<file path="config.mk">
export PLATFORM = sky130hd
export DESIGN_NAME = apb_mst
export DESIGN_NICKNAME = d
export VERILOG_FILES = /design/src/rtl/apb_mst_pkg.sv /design/src/rtl/types_amba_pkg.sv /design/src/rtl/apb_mst.sv
export SDC_FILE = /design/constraint.sdc
export NUM_CORES = 1
export LEC_CHECK = 0
export CORE_MARGIN = 1.5
export CORE_UTILIZATION = 45
export CTS_CLUSTER_SIZE = 25
export DETAILED_ROUTE_END_ITERATION = 7
export HOLD_SLACK_MARGIN = 0.05
export PLACE_DENSITY = 0.87
export REMOVE_ABC_BUFFERS = 1
export SLEW_MARGIN = 10
export SYNTH_ARGS = -nofsm -noshare
export SYNTH_HDL_FRONTEND = slang
export SYNTH_SLANG_ARGS = --single-unit
</file>
<file path="constraint.sdc">
create_clock -name i_clk -period 2.77 [get_ports i_clk]
set_input_delay 0.554 -clock i_clk [delete_from_list [all_inputs] [get_ports i_clk]]
set_output_delay 0.554 -clock i_clk [all_outputs]
set_load 0.05 [all_outputs]
</file>
<file path="src/rtl/apb_mst_pkg.sv">
`default_nettype none
// ============================================================================
//  Module      : apb_mst_pkg
//  Description : State encoding, register struct and reset constant for apb_mst
//  Revision    : 1.0  initial release
// ============================================================================
package apb_mst_pkg;

    typedef enum logic [1:0] {
        IDLE   = 2'd0,
        SETUP  = 2'd1,
        ACCESS = 2'd2,
        RESP   = 2'd3
    } apb_mst_state_t;

    typedef struct packed {
        apb_mst_state_t state;
        logic [31:0]    paddr;
        logic           pwrite;
        logic [31:0]    pwdata;
        logic [3:0]     pstrb;
        logic           pselx;
        logic           penable;
        logic [31:0]    rdata;
        logic           err;
        logic [15:0]    tmo_cnt;
    } apb_mst_registers;

    localparam apb_mst_registers apb_mst_r_reset = '{
        state   : IDLE,
        paddr   : 32'h0,
        pwrite  : 1'b0,
        pwdata  : 32'h0,
        pstrb   : 4'h0,
        pselx   : 1'b0,
        penable : 1'b0,
        rdata   : 32'h0,
        err     : 1'b0,
        tmo_cnt : 16'h0
    };

endpackage
`default_nettype wire

</file>
<file path="src/rtl/types_amba_pkg.sv">
`default_nettype none
// ============================================================================
//  Module      : types_amba_pkg
//  Description : AMBA APB bus signal bundles (master-to-slave, slave-to-master)
//  Revision    : 1.0  initial release
// ============================================================================
package types_amba_pkg;

    typedef struct packed {
        logic [31:0] paddr;
        logic [2:0]  pprot;
        logic        pselx;
        logic        penable;
        logic        pwrite;
        logic [31:0] pwdata;
        logic [3:0]  pstrb;
    } apb_in_type;

    typedef struct packed {
        logic [31:0] prdata;
        logic        pready;
        logic        pslverr;
    } apb_out_type;

endpackage
`default_nettype wire

</file>
<file path="src/rtl/apb_mst.sv">
`default_nettype none
// ============================================================================
//  Module      : apb_mst
//  Description : Single-outstanding APB initiator with valid/ready request and
//                response channels. Define APB_MST_TIMEOUT_EN to abort ACCESS
//                phases that wait TIMEOUT_CYCLES cycles without pready.
//  Revision    : 1.0  initial release
// ============================================================================
module apb_mst #(
    parameter int TIMEOUT_CYCLES = 1024
) (
    input  logic                      i_clk,
    input  logic                      i_sys_rst,
    input  logic                      i_req_valid,
    output logic                      o_req_ready,
    input  logic [31:0]               i_req_addr,
    input  logic                      i_req_write,
    input  logic [31:0]               i_req_wdata,
    input  logic [3:0]                i_req_wstrb,
    output logic                      o_resp_valid,
    input  logic                      i_resp_ready,
    output logic [31:0]               o_resp_rdata,
    output logic                      o_resp_err,
    output types_amba_pkg::apb_in_type  o_apbi,
    input  types_amba_pkg::apb_out_type i_apbo
);
    import apb_mst_pkg::*;

    localparam logic [15:0] C_TMO_LAST = 16'(TIMEOUT_CYCLES - 1);

    apb_mst_registers r_regs;
    apb_mst_registers w_next;

    always_comb begin
        w_next = r_regs;
        case (r_regs.state)
            IDLE: begin
                if (i_req_valid) begin
                    w_next.paddr   = i_req_addr;
                    w_next.pwrite  = i_req_write;
                    w_next.pwdata  = i_req_wdata;
                    w_next.pstrb   = i_req_write ? i_req_wstrb : 4'h0;
                    w_next.pselx   = 1'b1;
                    w_next.penable = 1'b0;
                    w_next.state   = SETUP;
                end
            end
            SETUP: begin
                w_next.penable = 1'b1;
                w_next.tmo_cnt = 16'h0;
                w_next.state   = ACCESS;
            end
            ACCESS: begin
                if (i_apbo.pready) begin
                    w_next.rdata   = r_regs.pwrite ? 32'h0 : i_apbo.prdata;
                    w_next.err     = i_apbo.pslverr;
                    w_next.pselx   = 1'b0;
                    w_next.penable = 1'b0;
                    w_next.state   = RESP;
                end else if (r_regs.tmo_cnt != C_TMO_LAST) begin
                    w_next.tmo_cnt = r_regs.tmo_cnt + 16'h1;
                end
`ifdef APB_MST_TIMEOUT_EN
                else begin
                    w_next.rdata   = 32'h0;
                    w_next.err     = 1'b1;
                    w_next.pselx   = 1'b0;
                    w_next.penable = 1'b0;
                    w_next.state   = RESP;
                end
`endif
            end
            RESP: begin
                // Bus is already idle here; only the response handshake matters.
                if (i_resp_ready) begin
                    w_next.state = IDLE;
                end
            end
            default: begin
                w_next = apb_mst_r_reset;
            end
        endcase
        if (i_sys_rst) begin
            w_next = apb_mst_r_reset;
        end
    end

    always_ff @(posedge i_clk) begin
        r_regs <= w_next;
    end

    assign o_req_ready    = (r_regs.state == IDLE);
    assign o_resp_valid   = (r_regs.state == RESP);
    assign o_resp_rdata   = r_regs.rdata;
    assign o_resp_err     = r_regs.err;

    assign o_apbi.paddr   = r_regs.paddr;
    assign o_apbi.pprot   = 3'b000;
    assign o_apbi.pselx   = r_regs.pselx;
    assign o_apbi.penable = r_regs.penable;
    assign o_apbi.pwrite  = r_regs.pwrite;
    assign o_apbi.pwdata  = r_regs.pwdata;
    assign o_apbi.pstrb   = r_regs.pstrb;

endmodule
`default_nettype wire

</file>
==> results.json, run 1 <==
{
  "status": "complete, no violations",
  "antenna_found_initial": 0,
  "die-height_um": 106,
  "ir_drop_mv": 0.360,
  "drive_above_1_share": 0.0369,
  "slew_viol_final": 0,
  "core-area_um2": 10300,
  "final_cell_mix": "211 x clkdlybuf4s50_1, 168 x nand2_1, 106 x dfxtp_1",
  "synthSimpleGateAreaFrac": 0.212,
  "hold_class": "reg2reg",
  "clock-sinks": 106,
  "ys_warn_count": 0,
  "path_clk_slew_ns": 0.09,
  "synth_seq_cells": 106,
  "final_cells": 814,
  "finalSetupViolCount": 0,
  "period_share": 0.883,
  "die_w_um": 106,
  "synth_top_family_by_area": "simple AND/OR/NAND/NOR gates",
  "first_global_vias": 3795,
  "critPathMaxFanout": 5,
  "hold_buffers": 0,
  "synth-compound-area-share": 0.111,
  "drt-initial-drc-count": 271,
  "ios": 216,
  "placed_cell_area_um2": 6180,
  "relSlewSlack": 0.628,
  "synth-xor-area-share": 0,
  "placed_cells": 800,
  "crit_required_ns": 2.22,
  "synth_fa_ha_area_frac": 0.0157,
  "clk_latency_ns": 0.36,
  "tightest_slew_ns": 0.557,
  "grt_pass1_wl_mm": 18.9,
  "final_common_cell": "clkdlybuf4s50_1",
  "ys_types": 22,
  "dp_hpwl_mm": 8.52,
  "syn_area_um2": 4770,
  "fin_worst_skew_ns": 0.0108,
  "dp_worst_setup_slack_ns": 0.701,
  "globalRouteOverflowTotal": 0,
  "design_area_um2": 6380,
  "fillCellCount": 849,
  "max_freq_ghz": 0.409,
  "wire_per_inst_um": 14.8,
  "row_count": 37,
  "power.leakage_uw": 0.00228,
  "finalHoldViolations": 0,
  "grt_max_degree": 65,
  "n_antenna_cell": 0,
  "worstSetupPathType": "reg2out",
  "syn_inst": 590,
  "cts_tree": "done",
  "clk_path_buf_depth": 2,
  "whs_ns": 0.452,
  "grt_usage": 0.211,
  "cts_buffers": 9,
  "first_pass_iters": 4,
  "cap_viol_max_count": 0,
  "min_period_ns": 2.45,
  "syn_avg_cell_area_um2": 8.09,
  "ys_seq_area_frac": 0.445,
  "place_congestion": 0.737,
  "syn_to_final_growth_pct": 33.6,
  "clockRootBuffer": "clkbuf_8",
  "rsz0062_at_grt": "no",
  "worst-endpoint-arrival_ns": 1.89,
  "initial_core_util": 0.462,
  "die-area_um2": 11200,
  "cp-end-kind": "primary output",
  "finalWorstSetupSlack_ns": 0.324,
  "fin_tns_setup_ns": 0,
  "power_density_nw_per_um2": 661,
  "numPortBuffers": 212,
  "hold_depth": 2,
  "viasPerCell": 4.95,
  "synthMuxAreaShare": 0.00865,
  "postCtsSetupRepairBufs": 0,
  "htree_num_levels": 3,
  "r2r.worst_path.cells": 7,
  "ant_nets": 0,
  "vias": 4027,
  "drc": 0,
  "routed_wl_mm": 12.1,
  "layout.nets": 788,
  "cts-resized-gates": 0,
  "cp-start-kind": "flop"
}
==> registers in the layout, indices dropped and copies added (netlist names) <==
signal,count
o_apbi,71
o_resp_rdata,32
o_resp_err,1
r_regs,2
==> layout make-up <==
type,count,area [um2],area share
clock buffer,11,151,0.0237
sequential,106,2120,0.333
multi-input combinational,336,1670,0.262
timing repair buffer,219,2210,0.347
tap,136,170,0.0267
clock inverter,3,40.0,0.00628
inverter,3,11.3,0.00177
==> power by group <==
group          leakage, uW  switching, uW  total, uW  internal, uW
registers         0.000866           81.6       1750          1670
logic              0.00131            969       1520           548
clock network     0.000101            491        946           455
==> cells in the mapped netlist, drive strengths merged <==
| cell type | n | share of area |
|---|---|---|
| clkbuf | 20 | 0.016 |
| and2 | 1 | 0.0013 |
| conb | 1 | 0.00079 |
| nand3 | 5 | 0.0052 |
| nor3 | 2 | 0.0031 |
| nor2 | 2 | 0.0016 |
| o21ai | 1 | 0.0010 |
| nor2b | 3 | 0.0039 |
| dfxtp | 106 | 0.44 |
| nand2 | 169 | 0.13 |
| mux2 | 1 | 0.0024 |
| ha | 6 | 0.016 |
| mux2i | 3 | 0.0063 |
| nand2b | 4 | 0.0052 |
| a21oi | 103 | 0.11 |
| buf | 127 | 0.19 |
| o21bai | 1 | 0.0016 |
| nand4b | 32 | 0.059 |
| inv | 3 | 0.0024 |
==> worst paths after layout <==
check                                 startpoint                to  slack, ns
worst max-delay path                 r_regs[120]       o_req_ready       0.32
worst min-delay path            o_resp_rdata[27]  o_resp_rdata[27]       0.45
worst max register to register       r_regs[120]  o_resp_rdata[26]       1.03
worst min register to register  o_resp_rdata[27]  o_resp_rdata[27]       0.45
==> per-stage QoR <==
stage | power (uW) | utilization
after CTS | 4250 | 0.618
after detailed placement | 3310 | 0.599
final | 4220 | 0.618
after floorplan | 2670 | -
after global routing | 4410 | 0.618
after global placement | 3260 | 0.599
==> layer usage <==
layer  up-vias  part of all wire  track usage  wire, um
li1       1972                 -            -         -
met1      1862              0.39        0.242      4740
met2       178              0.50        0.372      6050
met3        15             0.093       0.0650      1120
met4         0             0.013       0.0676       161
met5         -                 0            0         0
==> critical path, stage by stage, from the launching register on <==
cell	delay, ns
dfxtp_1	0.34
inv_1	0.15
ha_1	0.24
clkdlybuf4s50_1	0.82
==> cells by family (layout without fill, tap and decap cells) <==
| family | count (synthesis) | after routing |
|---|---|---|
| DFF | 106 | 106 |
| buffers and inverters | 150 | 236 |
| adders and majority gates | 6 | 6 |
| muxes | 4 | 4 |
| and+or+nand+nor | 218 | 218 |
| other | 1 | 3 |
| AOI/OAI and AO/OA | 105 | 105 |
Power figures use the tool's default switching activity.
==> run 2, diff against run 1 <==
CELL_PAD_IN_SITES_DETAIL_PLACEMENT = 1   (was default)
CELL_PAD_IN_SITES_GLOBAL_PLACEMENT = 2   (was default)
CORE_UTILIZATION = 37   (was 45)
DONT_BUFFER_PORTS = 1   (was default)
PLACE_DENSITY = 0.86   (was 0.87)
SLEW_MARGIN = 20   (was 10)
==> results.json, run 2 (synthesis results as in run 1) <==
{
  "status": "complete, no violations",
  "slew_viol_final": 0,
  "drc": 0,
  "holdCritStartpoint": "i_sys_rst",
  "postCtsSetupRepairBufs": 0,
  "design_area_um2": 4360,
  "hold_buffers": 0,
  "grt_pass1_wl_mm": 15.7,
  "drt-initial-drc-count": 121,
  "cts-resized-gates": 0,
  "grt_max_degree": 110,
  "routed_wl_mm": 10.9,
  "clock-sinks": 106,
  "ant_nets": 0,
  "rrSetupSlack_ns": 0.63,
  "core-area_um2": 12600,
  "n_antenna_cell": 0,
  "use_met2": 0.242,
  "wire_per_inst_um": 17.0,
  "tightest_slew_ns": 0.644,
  "cp_slowest_cell": "ha_1",
  "min_period_ns": 2.14,
  "placed_cell_area_um2": 4080,
  "ir_drop_mv": 0.290,
  "whs_ns": 0.271,
  "die-height_um": 117,
  "row_count": 41,
  "globalRouteOverflowTotal": 0,
  "cts_buffers": 9,
  "top_usage_layer": "met2",
  "clk_latency_ns": 0.34,
  "vias": 3286,
  "power.leakage_uw": 0.00151,
  "first_global_vias": 3093,
  "htree_num_levels": 3,
  "viasPerCell": 5.15,
  "use_met1": 0.166,
  "cap_viol_max_count": 0,
  "crit_required_ns": 3.04,
  "die_w_um": 117,
  "hold_end": "o_apbi[44]",
  "fin_tns_setup_ns": 0,
  "dp_hpwl_mm": 7.58,
  "worst-endpoint-arrival_ns": 2.42,
  "critical_path.top_delay_family": "adder cells",
  "final_cell_mix": "168 x nand2_1, 106 x dfxtp_1, 103 x a21oi_1",
  "initial_core_util": 0.378,
  "ios": 216,
  "hold_depth": 1,
  "fin_worst_skew_ns": 0.00432,
  "period_share": 0.773,
  "first_pass_iters": 4,
  "numPortBuffers": 0,
  "r2r.worst_path.cells": 6,
  "finalSetupViolCount": 0,
  "place_congestion": 0.685,
  "final_common_cell": "nand2_1",
  "grt_usage": 0.150,
  "relSlewSlack": 0.571,
  "die-area_um2": 13600,
  "worstReg2RegEnd": "o_apbi[38]",
  "critPathMaxFanout": 61,
  "critPathBufInv": 2,
  "clockRootBuffer": "clkbuf_16",
  "crit_chain": "inv_1, ha_1, and2_2, buf_12, o21bai_1, a21oi_1",
  "cp-start-kind": "flop",
  "clk_path_buf_depth": 2,
  "cts_tree": "done",
  "path_clk_slew_ns": 0.07,
  "cp_slowest_stage_delay_ns": 0.60,
  "largest_register_ffs": 71,
  "rsz0062_at_grt": "no",
  "r2r-start": "r_regs[120]",
  "cp-end-kind": "flop",
  "power_density_nw_per_um2": 924,
  "finalHoldViolations": 0,
  "antenna_found_initial": 0,
  "max_freq_ghz": 0.467,
  "worstSetupPathType": "reg2reg",
  "hold_class": "in2reg",
  "layout.nets": 574,
  "grt.met3_usage": 0.0784,
  "syn_to_final_growth_pct": -8.55,
  "drive_above_1_share": 0.0494,
  "fillCellCount": 1527
}
==> run 2: power by group <==
| part | switching [uW] | internal (uW) |
|---|---|---|
| Combinational | 356 | 188 |
| Sequential | 599 | 1670 |
| Clock | 578 | 640 |
| Total | 1530 | 2500 |
==> run 2: layout make-up <==
cell class / instances / area [um2] / share of cell area
clock buffer: 11 / 243 / 0.0556
clock inverter: 5 / 38.8 / 0.00889
tap: 172 / 215 / 0.0493
multi-input combinational: 336 / 1670 / 0.383
inverter: 3 / 11.3 / 0.00258
timing repair buffer: 5 / 62.6 / 0.0143
sequential: 106 / 2120 / 0.486
==> run 2: how the worst max path moves through the flow <==
stage                      startpoint    endpoint  slack, ns  cells past startpoint
after floorplan           r_regs[120]   o_apbi[0]       0.14                      5
after global placement    r_regs[120]  o_apbi[42]       0.73                      6
after detailed placement  r_regs[120]  o_apbi[38]       0.63                      6
after CTS                 r_regs[120]  o_apbi[47]       0.61                      6
after global routing      r_regs[120]  o_apbi[38]       0.46                      6
final                     r_regs[120]  o_apbi[38]       0.63                      6
==> run 2: worst register-to-register path: cells and delay by family, from the launching register on <==
| family | cells | cell delay (ns) |
|---|---|---|
| buf+inv | 2 | 0.45 |
| fa+ha+maj | 1 | 0.60 |
| flops | 1 | 0.34 |
| compound gates | 2 | 0.29 |
| simple gates | 1 | 0.40 |
==> run 2: stage by stage <==
step | worst slack (ns) | total power (uW) | instances | util
floorplan | 0.140 | 2670 | 445 | -
global placement | 0.730 | 2830 | 622 | 0.324
detailed placement | 0.634 | 2860 | 622 | 0.324
CTS | 0.609 | 4090 | 638 | 0.346
global route | 0.462 | 4230 | 638 | 0.346
finish | 0.628 | 4030 | 638 | 0.346
==> run 2: layer usage <==
layer	routed length [um]	share of wire
met4	176	0.016
met2	5010	0.46
met5	0	0
met1	4180	0.38
met3	1510	0.14
==> run 3, diff against run 2 <==
CORE_UTILIZATION = 34   (was 37)
PLACE_DENSITY = 0.8   (was 0.86)
clock period = 2.25 ns   (was 2.77 ns; I/O delays follow)
==> results.json, run 3 (synthesis results as in run 1) <==
{
  "status": "complete, no violations",
  "worstSetupPathType": "reg2reg",
  "grt_pass1_wl_mm": 17.1,
  "fin_util": 0.322,
  "cts_tree": "done",
  "grt.met3_usage": 0.0757,
  "max_freq_ghz": 0.530,
  "vias": 3255,
  "ir_drop_mv": 0.420,
  "dp_hpwl_mm": 7.83,
  "die-area_um2": 14800,
  "rsz0062_at_grt": "no",
  "clk_path_buf_depth": 2,
  "cp-end-kind": "flop",
  "cts-resized-gates": 0,
  "grt_usage": 0.148,
  "first_global_vias": 3293,
  "path_clk_slew_ns": 0.08,
  "drc": 0,
  "use_met1": 0.163,
  "drt-initial-drc-count": 107,
  "multi_input_area_um2": 1670,
  "cts_buffers": 9,
  "use_met2": 0.240,
  "total_power_uw": 5100,
  "critical_path.top_delay_family": "simple AND/OR/NAND/NOR gates",
  "critPathMaxFanout": 5,
  "final_cell_mix": "168 x nand2_1, 106 x dfxtp_1, 103 x a21oi_1",
  "ios": 216,
  "power_density_nw_per_um2": 1150,
  "cp_slowest_cell": "dfxtp_1",
  "viasPerCell": 5.01,
  "initial_core_util": 0.346,
  "power.leakage_uw": 0.00154,
  "final_cells": 650,
  "placed_cells": 634,
  "drive_above_1_share": 0.0596,
  "tightest_slew_ns": 0.567,
  "place_congestion": 0.693,
  "clock-sinks": 106,
  "critPathBufInv": 2,
  "first_pass_iters": 4,
  "clockRootBuffer": "clkbuf_16",
  "final_common_cell": "nand2_1",
  "cp_slowest_stage_delay_ns": 0.41,
  "cap_viol_max_count": 0,
  "layout.nets": 578,
  "numPortBuffers": 0,
  "period_share": 0.839,
  "finalHoldViolations": 0,
  "design_area_um2": 4440,
  "wire_per_inst_um": 17.2,
  "ant_nets": 0,
  "syn_to_final_growth_pct": -7.00,
  "slew_viol_final": 0,
  "crit_required_ns": 2.48,
  "routed_wl_mm": 11.2,
  "seqCellArea_um2": 2120,
  "whs_ns": 0.160,
  "worst-endpoint-arrival_ns": 2.12,
  "finalSetupViolCount": 0,
  "htree_num_levels": 3,
  "top_usage_layer": "met2",
  "relSlewSlack": 0.622,
  "globalRouteOverflowTotal": 0,
  "antenna_found_initial": 0,
  "min_period_ns": 1.89,
  "placed_cell_area_um2": 4140,
  "hold_buffers": 0,
  "largest_register_ffs": 71,
  "crit_chain": "inv_1, ha_1, buf_4, nor2b_1, nor3_2, mux2_1",
  "core-area_um2": 13800,
  "hold_class": "in2reg",
  "rrSetupSlack_ns": 0.36,
  "die-height_um": 121,
  "cp-start-kind": "flop",
  "n_antenna_cell": 0,
  "fin_worst_skew_ns": 0.00659,
  "postCtsSetupRepairBufs": 0,
  "grt_max_degree": 110,
  "clk_latency_ns": 0.35,
  "row_count": 43,
  "die_w_um": 121,
  "fillCellCount": 1636
}
[run 3: metrics by stage]
stage	TNS [ns]	setup WS [ns]
finish	0	0.362
global route	0	0.252
CTS	0	0.350
detailed placement	0	0.354
global placement	0	0.498
floorplan	-22.31	-0.380
[run 3: final cells by class]
type,instances,share of cell area
Clock buffer,9,0.0507
Clock inverter,7,0.0175
Inverter,3,0.00254
Multi-Input combinational cell,336,0.377
Sequential cell,106,0.478
Tap cell,180,0.0507
Timing Repair Buffer,9,0.0237
[run 3: where the power goes]
part | total [uW] | leakage (uW) | switching (uW) | internal (uW)
Clock | 1610 | 0.000140 | 732 | 873
Combinational | 699 | 0.000534 | 446 | 253
Sequential | 2790 | 0.000866 | 737 | 2060
[run 3: final timing paths]
check,startpoint,to,depth (start not counted)
min reg2reg,r_regs[121],r_regs[121],2
max reg2reg,r_regs[121],r_regs[120],6
min,i_sys_rst,o_apbi[70],1
max,r_regs[121],r_regs[120],6
[run 3: layer usage]
layer / routed length [um] / vias up
met2: 5160 / 164
met3: 1510 / 11
met1: 4370 / 1519
met5: 0 / -
li1: - / 1561
met4: 182 / 0
